<file path="src/rtl/text_write_master.sv">
// Host-side bus initiator: turns a (char, linear position) request into the
// video card's write-character register sequence CMD, ARG0, ARG2, ARG3, GAP.
module text_write_master #(
  parameter int         COLS           = 80,
  parameter int         ROWS           = 30,
  parameter int         HOLD_CYCLES    = 1,
  parameter logic [7:0] CMD_WRITE_CHAR = 8'h00
) (
  input  logic        cpu_clock,
  input  logic        reset,
  input  logic        req_valid,
  output logic        req_ready,
  input  logic [7:0]  req_char,
  input  logic [11:0] req_pos,
  output logic        ce,
  output logic        rw,
  output logic [3:0]  addr,
  output logic [7:0]  data_out,
  output logic        data_oe,
  output logic        busy,
  output logic        err
);

  localparam int              POS_LIMIT   = COLS * ROWS;
  localparam int              HW          = (HOLD_CYCLES > 1) ? $clog2(HOLD_CYCLES) : 1;
  localparam logic [HW-1:0]   HOLD_RELOAD = HW'(HOLD_CYCLES - 1);
  localparam logic [11:0]     COLS_W      = 12'(COLS);

  typedef enum logic [2:0] {
    S_IDLE, S_DIV, S_CMD, S_ARG0, S_ARG2, S_ARG3, S_GAP
  } state_t;

  state_t        state_q, state_d;
  logic [HW-1:0] hold_q, hold_d;
  logic [7:0]    char_q, char_d;
  logic [11:0]   rem_q, rem_d;
  logic [7:0]    row_q, row_d;
  logic          err_q, err_d;
  logic          ready_q, ready_d;
  logic          busy_q, busy_d;
  logic          ce_q, ce_d;
  logic          rw_q, rw_d;
  logic [3:0]    addr_q, addr_d;
  logic [7:0]    data_q, data_d;
  logic          oe_q, oe_d;

  always_comb begin
    state_d = state_q;
    hold_d  = hold_q;
    char_d  = char_q;
    rem_d   = rem_q;
    row_d   = row_q;
    err_d   = 1'b0;

    case (state_q)
      S_IDLE: begin
        if (req_valid) begin
          if (32'(req_pos) < POS_LIMIT) begin
            char_d  = req_char;
            rem_d   = req_pos;
            row_d   = 8'd0;
            state_d = S_DIV;
          end else begin
            err_d = 1'b1;
          end
        end
      end
      // rem ends up holding the column once it drops below COLS
      S_DIV: begin
        if (rem_q >= COLS_W) begin
          rem_d = rem_q - COLS_W;
          row_d = row_q + 8'd1;
        end else begin
          state_d = S_CMD;
          hold_d  = HOLD_RELOAD;
        end
      end
      S_CMD, S_ARG0, S_ARG2, S_ARG3, S_GAP: begin
        if (hold_q == '0) begin
          hold_d = HOLD_RELOAD;
          case (state_q)
            S_CMD:   state_d = S_ARG0;
            S_ARG0:  state_d = S_ARG2;
            S_ARG2:  state_d = S_ARG3;
            S_ARG3:  state_d = S_GAP;
            default: state_d = S_IDLE;
          endcase
        end else begin
          hold_d = hold_q - 1'b1;
        end
      end
      default: state_d = S_IDLE;
    endcase

    // Outputs are decoded from the next state so the registered copies
    // track the state register exactly.
    ready_d = (state_d == S_IDLE);
    busy_d  = !ready_d;
    ce_d    = 1'b0;
    rw_d    = 1'b0;
    addr_d  = 4'd0;
    data_d  = 8'd0;
    case (state_d)
      S_CMD:  begin ce_d = 1'b1; rw_d = 1'b1; addr_d = 4'd0; data_d = CMD_WRITE_CHAR; end
      S_ARG0: begin ce_d = 1'b1; rw_d = 1'b1; addr_d = 4'd1; data_d = char_d;         end
      S_ARG2: begin ce_d = 1'b1; rw_d = 1'b1; addr_d = 4'd3; data_d = row_d;          end
      S_ARG3: begin ce_d = 1'b1; rw_d = 1'b1; addr_d = 4'd4; data_d = rem_d[7:0];     end
      default: ;
    endcase
    oe_d = ce_d & rw_d;
  end

  always_ff @(posedge cpu_clock or posedge reset) begin
    if (reset) begin
      state_q <= S_IDLE;
      hold_q  <= '0;
      char_q  <= 8'd0;
      rem_q   <= 12'd0;
      row_q   <= 8'd0;
      err_q   <= 1'b0;
      ready_q <= 1'b1;
      busy_q  <= 1'b0;
      ce_q    <= 1'b0;
      rw_q    <= 1'b0;
      addr_q  <= 4'd0;
      data_q  <= 8'd0;
      oe_q    <= 1'b0;
    end else begin
      state_q <= state_d;
      hold_q  <= hold_d;
      char_q  <= char_d;
      rem_q   <= rem_d;
      row_q   <= row_d;
      err_q   <= err_d;
      ready_q <= ready_d;
      busy_q  <= busy_d;
      ce_q    <= ce_d;
      rw_q    <= rw_d;
      addr_q  <= addr_d;
      data_q  <= data_d;
      oe_q    <= oe_d;
    end
  end

  assign req_ready = ready_q;
  assign busy      = busy_q;
  assign err       = err_q;
  assign ce        = ce_q;
  assign rw        = rw_q;
  assign addr      = addr_q;
  assign data_out  = data_q;
  assign data_oe   = oe_q;

endmodule
</file>
<file path="config.mk">
export PLATFORM = sky130hd
export DESIGN_NAME = text_write_master
export DESIGN_NICKNAME = d
export VERILOG_FILES = /design/src/rtl/text_write_master.sv
export SDC_FILE = /design/constraint.sdc
export NUM_CORES = 1
export LEC_CHECK = 0
export CORE_UTILIZATION = 51
export DETAILED_ROUTE_END_ITERATION = 7
export PLACE_DENSITY = 0.8
export SLEW_MARGIN = 20
export SYNTH_ARGS = -nofsm -noshare
export SYNTH_HDL_FRONTEND = slang
export SYNTH_SLANG_ARGS = --single-unit
</file>
<file path="constraint.sdc">
create_clock -name cpu_clock -period 2.5 [get_ports cpu_clock]
set_input_delay 0.25 -clock cpu_clock [delete_from_list [all_inputs] [get_ports cpu_clock]]
set_output_delay 0.25 -clock cpu_clock [all_outputs]
set_load 0.01 [all_outputs]
</file>
==> results by group <==
Clock network
  – Clk Latency, worst-skew pair: 0.29 ns
  – Clock sinks: 46
  – CTS root buf: clkbuf_8
  – TritonCTS clock tree: built
  – Clock-pin slew of the registers on the worst-case setup and hold paths: 0.08 ns
  – H-tree levels: 2
  – CTS Buf Count: 5
  – Postcts setup bufs: 0
  – Longest Clk Path Bufs: 2

Final layout
  – Non-filler cells, final: 314
  – Layout cells sized above 1: 13.6%
  – FF/Latch Area: 1150 um^2
  – Synth-to-Final Area Change: 26.4%
  – Fillers: 319
  – Layout Nets: 289
  – Area of the multi-input gates: 918 um^2
  – Final core utilization: 67.7%
  – Ant. Diodes: 0

Floorplan
  – Row Count: 23
  – Io pins: 41
  – Core area: 4030 um^2
  – Die Area: 4490 um^2
  – Chip width: 67.0 um
  – Die height: 67.0 um
  – Initial core utilization: 53.5%

Logic synthesis
  – Cells after Synth: 217
  – Post-synth EDFFs: 0
  – FF+latch count, synth: 46
  – Netlist cell types: 44
  – Area fraction of the dominant cell type after synthesis: 52.2%
  – Post-synth top flop: dfrtp_1
  – Most numerous cell in the Yosys netlist: dfrtp_1
  – Async SR Flop Fraction: 100%
  – Area leader, netlist: dfrtp_1
  – Post-synth top cells: 45 x dfrtp_1, 28 x o21ai_0, 25 x nand2_1
  – Synthesized area: 2160 um^2
  – Synth Warn #: 0
  – Register area share after synthesis: 53.4%
  – Avg Inst Size Synth: 9.94 um^2
  – Dominant cells by area after synthesis: dfrtp_1 52%, o21ai_0 6.5%, mux2_2 4.7%, nand2_1 4.4%, nor2_1 3.1%
  – Post-Syn Nets: 243

STA
  – Slew HR: 62.3%
  – Fin Setup TNS: 0 ns
  – Period minus WS final: 2.28 ns
  – Achievable Freq: 439 MHz
  – RSZ-0062 raised after global routing: no
  – Final hold viol count: 0
  – Worst-margin pin slew: 0.565 ns
  – Clock Skews: 0.00418 ns
  – Final Max Slew Viols: 0
  – Final Setup Violations: 0
  – Final Cycle Share: 91.0%

Pwr
  – P_leak: 1.22 nW
  – IR Drop Worst-Case VDD: 0.695 mV
  – Pwr Density: 1170 nW/um^2

GRT
  – Initial antenna violation count: 0
  – First-pass GRT wire length: 8160 um
  – Vias in the first global route: 1759
  – Largest net degree at the start of global routing: 47
  – GRT Total Usage: 24.6%
  – Gr ovfl total: 0

Worst setup path
  – FF-to-FF path depth: 8
  – Startpoint types: flop
  – CP Class: reg2reg
  – Worst path required time: 2.73 ns
  – Worst EP arrival: 2.50 ns
  – Crit. End Element: flop
  – Max FO, Critical Path: 12

Min path
  – Worst Hold Class: in2async

Route
  – Number of remaining DRC errors: 0
  – Vias: 1801
  – Routed wire length: 4800 um
  – First-pass iteration count of the detailed router: 4
  – Drt first-iter violations: 194
  – Number of vias per cell: 5.74
  – Post-route antenna net violation count: 0
  – WL/cell: 15.3 um

Place
  – Placed cells: 306
  – Dpl hpwl: 3460 um
  – I/O Buffers: 39
  – Gpl congestion: 0.937

Flow run
  – Max cap viols: 0

Outcome
  – Status: finished, final reports clean
[kinds of logic after synthesis]
group                    synth area share [%]
buffers and inverters                    4.06
flip-flops                               53.4
AO/OA/AOI/OAI                            18.9
multiplexers                             5.39
adder cells (fa/ha/maj)                  1.74
other                                   0.174
AND/OR/NAND/NOR                          16.4
[power breakdown]
group          total [mW]  switching, mW  internal (mW)  leakage [nW]
Clock               0.437          0.243          0.194        0.0450
Combinational        1.51          0.798          0.707         0.585
Sequential           1.24          0.188           1.05         0.587
[state kept, by name (all words and copies together), names as in the netlist]
signal / count
rem_q: 12
char_q: 8
data_out: 8
row_q: 8
addr: 3
state_q: 3
busy: 1
err: 1
req_ready: 1
rw: 1
[path summary, 6_finish.rpt]
path / from / end / slack, ns
hold / removal: reset / busy / 0.40
setup / recovery: rem_q[4] / data_out[7] / 0.22
min in group cpu_clock: req_pos[3] / rem_q[3] / 0.48
setup reg to reg: rem_q[4] / data_out[7] / 0.22
max in group asynchronous: reset / char_q[0] / 1.71
hold reg to reg: char_q[5] / char_q[5] / 0.50
[per-layer routing]
| layer | vias to the layer above | wire, um | part of all wire [%] | global-route usage [%] |
|---|---|---|---|---|
| met5 | - | 0 | 0 | 0 |
| met4 | 0 | 55 | 1.1 | 8.24 |
| met3 | 6 | 305 | 6.4 | 5.65 |
| met2 | 65 | 2320 | 48 | 39.8 |
| met1 | 869 | 2120 | 44 | 32.2 |
| li1 | 861 | - | - | - |
[cells in the final DEF (no fill, tap or decap), types with 2 or more instances in the layout]
master,n
clkinv_2,2
nand2_1,25
clkdlybuf4s50_1,39
o211ai_1,2
a21o_1,2
nand4_1,3
clkbuf_8,5
inv_1,6
a31oi_1,2
nor3_1,5
clkinv_1,2
nor2_1,18
o2bb2ai_1,2
nor2b_1,2
dfrtp_1,45
a32oi_1,2
nand3_1,7
buf_4,12
and3_1,3
mux2_2,9
nand2b_1,3
ha_1,3
a221o_1,4
o31ai_1,2
o21ai_0,28
a21oi_1,10
[final cells by class]
cell class / count / share of cell area (%)
Clock inverter: 2 / 0.367
Multi-Input combinational cell: 151 / 33.7
Clock buffer: 6 / 2.66
Tap cell: 50 / 2.29
Inverter: 8 / 1.10
Sequential cell: 46 / 42.3
Timing Repair Buffer: 51 / 17.6
[repair_timing]
action                     in CTS  in global routing
gates resized for setup         0                  1
hold buffers                    0                  0
setup endpoints to repair       0                  2
[critical path: stages (launching register included)]
cell,delay (ns)
dfrtp_1,0.42
inv_1,0.10
ha_1,0.24
nand2b_1,0.19
and3_1,0.23
a21o_2,0.30
a2bb2oi_1,0.17
o21ai_0,0.39
o2bb2ai_1,0.16
[through the flow]
| step | setup WS [ns] | hold WS, ns | power (mW) | instance area (um^2) |
|---|---|---|---|---|
| finish | 0.224 | 0.395 | 3.18 | 2730 |
| global route | 0.0741 | 0.459 | 3.43 | 2730 |
| CTS | 0.219 | 0.418 | 3.19 | 2730 |
| detailed placement | 0.189 | 0.486 | 2.74 | 2640 |
| global placement | 0.207 | 0.467 | 2.68 | 2640 |
| floorplan | 0.360 | 0.355 | 2.15 | 2160 |
(Power assumes the default switching activity.)
==> RTL edit 1: new RTL, config.mk and constraints unchanged <==
The 7 states of `state_t` get a Gray code encoding in 3 bits.
--- a/src/rtl/text_write_master.sv
+++ b/src/rtl/text_write_master.sv
@@ -29,3 +29,3 @@
   typedef enum logic [2:0] {
-    S_IDLE, S_DIV, S_CMD, S_ARG0, S_ARG2, S_ARG3, S_GAP
+    S_IDLE = 3'b000, S_DIV = 3'b001, S_CMD = 3'b011, S_ARG0 = 3'b010, S_ARG2 = 3'b110, S_ARG3 = 3'b111, S_GAP = 3'b101
   } state_t;
Behaviour: same outputs for any inputs over 10 cycles, from zero or initial values and one cycle with reset high; not proved beyond that.
==> RTL edit 1 against the unedited design <==
- sequential cell count is the same
- design area grew 0.96%
- clock power grew 26%
- clock skew grew 5.1 ps
- power shrank 3.5%
- routed wire length grew 0.94%
- synthesized area grew 0.93%
- non-clock buffer count is the same
- largest cell class unchanged
- worst setup slack gained 77 ps
==> RTL edit 1: results (changes against the unedited design) <==
outcome: "complete, no violations"  # unchanged
worstPathArrival_ps: 2400  # was 2500 ps
ir_drop_uv: 509.0  # was 694.5 uV
largest-register: "rem_q"  # unchanged
nets: 291  # was 289
wl_per_cell_um: 15.34  # was 15.29 um
antenna_found_initial: 0  # unchanged
clock_skew_ps: 9.295  # was 4.177 ps
relSlewSlack: 0.6188  # was 0.6234
grt_usage: 0.2432  # was 0.2460
dp_cells: 308  # was 306
cts_max_level: 2  # unchanged
cts.clk_slew.worst_paths_ps: 90
post_cts_resized: 0  # unchanged
port_buffers: 39  # unchanged
grt_overflow_total: 0  # unchanged
async_flop_share: 1.000  # unchanged
critPathMaxFanout: 5  # was 12
cts_buffer_depth: 2  # unchanged
worstHoldPathType: "in2async"  # unchanged
synth_warnings: 0  # unchanged
largest_register_ffs: 12  # unchanged
total_leakage_power_nw: 1.278  # was 1.217 nW
yosysUniqueCellTypes: 45  # was 44
syn-num-nets: 248  # was 243
hpwl_mm: 3.479  # was 3.464 mm
dpl_cell_area_um2: 2643  # unchanged
routed-via-count: 1807  # was 1,801
clock-root-buffer: "clkbuf_8"  # unchanged
grt_max_degree: 47  # unchanged
drive_gt1_frac: 0.08647  # was 0.1364
yosys.area.top_type: "dfrtp_1"  # unchanged
fmax_mhz: 454.7  # was 439.4 MHz
firstDrtPassIters: 7  # was 4
yosysSeqAreaShare: 0.5293  # was 0.5342
globalplace.congestion: 0.8569  # was 0.9367
cts_buffers: 5  # unchanged
ys_top_cells_by_area: "dfrtp_1, nand2_1, mux2i_1, nor2b_1, nand3_1"  # was dfrtp_1, o21ai_0, mux2_2, nand2_1, nor2_1
drt_iter0_markers: 155  # was 194
netlist_instances: 222  # was 217
first_global_vias: 1704  # was 1,759
clock_latency_ps: 300
cts_setup_buffers: 0  # unchanged
synthTopCellsByCount: "nand2_1, dfrtp_1, mux2i_1, nor2_1"  # was dfrtp_1, o21ai_0, nand2_1, nor2_1, a21oi_1
grt_pass1_wl_mm: 7.914  # was 8.162 mm
diodes: 0  # unchanged
final.setup.tns_ps: 0  # unchanged
post_layout_nonfiller_instances: 316  # was 314
synth_most_common_cell: "nand2_1"  # was dfrtp_1
route.detailed.drc: 0  # unchanged
-- RTL edit 1: path summary, 6_finish.rpt --
kind / startpoint / slack, ps / cells past startpoint / to
setup / recovery: rem_q[8]$_DFFE_PP0P_ / 300 / 5 / rem_q[9]$_DFFE_PP0P_
hold / removal: reset / 380 / 3 / rw$_DFF_PP0_
setup reg to reg: rem_q[8]$_DFFE_PP0P_ / 300 / 5 / rem_q[9]$_DFFE_PP0P_
hold reg to reg: char_q[3]$_DFF_PP0_ / 490 / 2 / char_q[3]$_DFF_PP0_
max in group asynchronous: reset / 1720 / 3 / row_q[7]$_DFF_PP0_
min in group cpu_clock: req_char[1] / 470 / 3 / char_q[1]$_DFF_PP0_
-- RTL edit 1: power by group --
| group | switching (W) | internal (W) |
|---|---|---|
| registers | 0.000233 | 0.00102 |
| clock network | 0.000252 | 0.000298 |
| logic | 0.000647 | 0.000614 |
-- RTL edit 1: layout make-up --
type / count / area [um2]
multi-input combinational: 154 / 920.9
timing repair buffer: 51 / 480.5
inverter: 7 / 26.28
sequential: 46 / 1152
clock buffer: 6 / 72.57
clock inverter: 2 / 37.54
fill: 351 / 1305
tap: 50 / 62.56
-- RTL edit 1: metrics by stage --
stage,util,setup slack [ps]
after floorplan,-,501.1
after global placement,0.6512,330.8
after detailed placement,0.6512,295.3
after CTS,0.6784,300.6
after global routing,0.6784,207.7
final,0.6784,300.6
-- RTL edit 1: cell families (layout without fill, tap and decap cells) --
kind of cell	Yosys count	after routing	share of synthesized area
buf+inv	22	66	0.04770
other cells	1	1	0.001722
compound gates	41	41	0.1385
fa+ha+maj	3	3	0.01724
flops	46	46	0.5293
simple gates	97	97	0.2092
mux	12	12	0.05632
-- RTL edit 1: worst max-delay path: stages (launching register included) --
cell     delay, ps
dfrtp_1        440
or4_4          560
a211o_1        310
o21a_1         270
a32o_1         270
a221o_1        250
-- RTL edit 1: routing by layer --
metal,routed length [um],GRT usage,up-vias
li1,-,-,863
met5,0,0,-
met3,234,0.05068,10
met1,2164,0.3128,872
met2,2367,0.3950,62
met4,80,0.1064,0
==> RTL edit 2: new RTL, same flow settings <==
Without the edit above. `COLS`: 80 -> 64.
--- a/src/rtl/text_write_master.sv
+++ b/src/rtl/text_write_master.sv
@@ -3,3 +3,3 @@
 module text_write_master #(
-  parameter int         COLS           = 80,
+  parameter int         COLS           = 64,
   parameter int         ROWS           = 30,
Formal check against the unedited RTL: not equivalent (a bounded check fails within 4 cycles, from zero or initial values and one cycle with reset high).
==> RTL edit 2 against the unedited design <==
- power is 4.3% lower
- critical endpoint unchanged
- non-clock buffer count decreased by 7
- sequential power rose by 4%
- fmax shrank 2.9%
- synthesized area down 3.8%
- synthesized cell count down 9.7%
- combinational power decreased by 21%
- routed wire length decreased by 8.9%
- sequential cell count stayed put
- design area decreased by 3.7%
- clock skew increased by 0.64 ps
- worst setup slack worse by 68 ps
==> RTL edit 2: results (changes against the unedited design) <==
critPathMaxFanout: 7  # was 12
drive_gt1_frac: 0.1144  # was 0.1364
via_per_inst: 5.634  # was 5.736
first_global_vias: 1547  # was 1,759
cts.clk_slew.worst_paths_ps: 80  # about the same
wl_per_cell_um: 15.40  # was 15.29 um
diodes: 0  # unchanged
largest_register_ffs: 12  # unchanged
cts_buffers: 5  # unchanged
grt_usage: 0.2364  # was 0.2460
grt_pass1_wl_mm: 7.417  # was 8.162 mm
firstDrtPassIters: 4  # unchanged
drt_iter0_markers: 130  # was 194
rrSetupSlack_ps: 160  # was 220 ps
syn-num-nets: 222  # was 243
cts_buffer_depth: 2  # unchanged
synthTopCellsByCount: "dfrtp_1, nand2_1, nor2_1, o21ai_0, mux2_2"  # was dfrtp_1, o21ai_0, nand2_1, nor2_1, a21oi_1
total_leakage_power_nw: 1.186  # was 1.217 nW
ir_drop_uv: 580.0  # was 694.5 uV
rr_worst_depth: 7  # was 8
max_slew.worst_pin.slew_ps: 550.5  # was 564.9 ps
outcome: "complete, no violations"  # unchanged
hpwl_mm: 3.163  # was 3.464 mm
antenna_found_initial: 0  # unchanged
port_buffers: 39  # unchanged
nets: 262  # was 289
globalplace.congestion: 0.8219  # was 0.9367
yosysUniqueCellTypes: 43  # was 44
yosysSeqAreaShare: 0.5552  # was 0.5342
worstPathArrival_ps: 2570  # was 2500 ps
clock_skew_ps: 4.816  # was 4.177 ps
yosys.area.top_type: "dfrtp_1"  # unchanged
ys_top_cells_by_area: "dfrtp_1, nand2_1, mux2_2, o2bb2ai_1, o21ai_0"  # was dfrtp_1, o21ai_0, mux2_2, nand2_1, nor2_1
r2r_end: "data_out[7]$_DFF_PP0_"  # unchanged
r2r_start: "rem_q[7]$_DFF_PP0_"  # was rem_q[4]$_DFF_PP0_
-- RTL edit 2: changes by cell type in the layout (fill, tap and decap cells not counted), moves of 5 or more --
| cell | before | now |
|---|---|---|
| a21oi_1 | 10 | 5 |
| buf_4 | 12 | 5 |
| nand2_1 | 25 | 34 |
| o21ai_0 | 28 | 12 |
| o2bb2ai_1 | 2 | 7 |
-- RTL edit 2: worst max path at each step --
stage | from | end | slack (ps) | depth (start not counted)
2_1_floorplan | rem_q[6]$_DFF_PP0_ | data_out[6]$_DFF_PP0_ | 450 | 7
3_3_place_gp | rem_q[6]$_DFF_PP0_ | data_out[7]$_DFF_PP0_ | 170 | 7
3_5_place_dp | rem_q[7]$_DFF_PP0_ | data_out[7]$_DFF_PP0_ | 130 | 7
4_1_cts | rem_q[7]$_DFF_PP0_ | data_out[7]$_DFF_PP0_ | 90 | 7
5_1_grt | rem_q[6]$_DFF_PP0_ | data_out[7]$_DFF_PP0_ | 100 | 7
6_report | rem_q[7]$_DFF_PP0_ | data_out[7]$_DFF_PP0_ | 160 | 7
-- RTL edit 2: kinds of logic after synthesis --
logic type      count (synthesis)  synth area share
mux                            13           0.06812
simple gates                   76            0.1778
xor+xnor                        1          0.004220
compound gates                 38            0.1362
flops                          46            0.5552
other cells                     1          0.001807
buf+inv                        18           0.03857
fa+ha+maj                       3           0.01809
-- RTL edit 2: metrics by stage --
step                      hold slack (ps)  worst slack, ps  power, W  area, um2  instances
after global routing                464.0            98.83  0.003247       2625        284
after detailed placement            468.9            130.1  0.002482       2510        277
after floorplan                     355.4            449.4  0.002032       2076        196
after global placement              459.0            171.8  0.002453       2510        277
after CTS                           417.0            89.89  0.003049       2623        284
final                               391.9            156.3  0.003044       2625        284
-- RTL edit 2: cell type report --
cell class	instances	area, um2
inverters	7	26.28
clock buffers	6	82.58
flip-flops and latches	46	1152
repair buffers	44	427.9
well taps	48	60.06
fillers	293	1146
multi-input cells	132	845.8
clock inverters	1	30.03
-- RTL edit 2: critical path, cell delays in order, from the launching register on --
cell,delay (ps)
dfrtp_1,390
inv_1,110
ha_1,210
or3b_4,430
a2111oi_4,420
o21ai_1,220
o221ai_1,350
o2bb2ai_1,150
-- RTL edit 2: where the power goes --
part	switching, W	internal (W)	leakage [nW]
logic	0.000627	0.000569	0.541
clock network	0.000242	0.000320	0.0573
registers	0.000236	0.00105	0.588
-- RTL edit 2: layer usage --
metal / wire length (um) / GRT usage
met5: 0 / 0
met1: 2016 / 0.3124
met2: 2105 / 0.3827
met4: 46 / 0.07065
met3: 206 / 0.05862
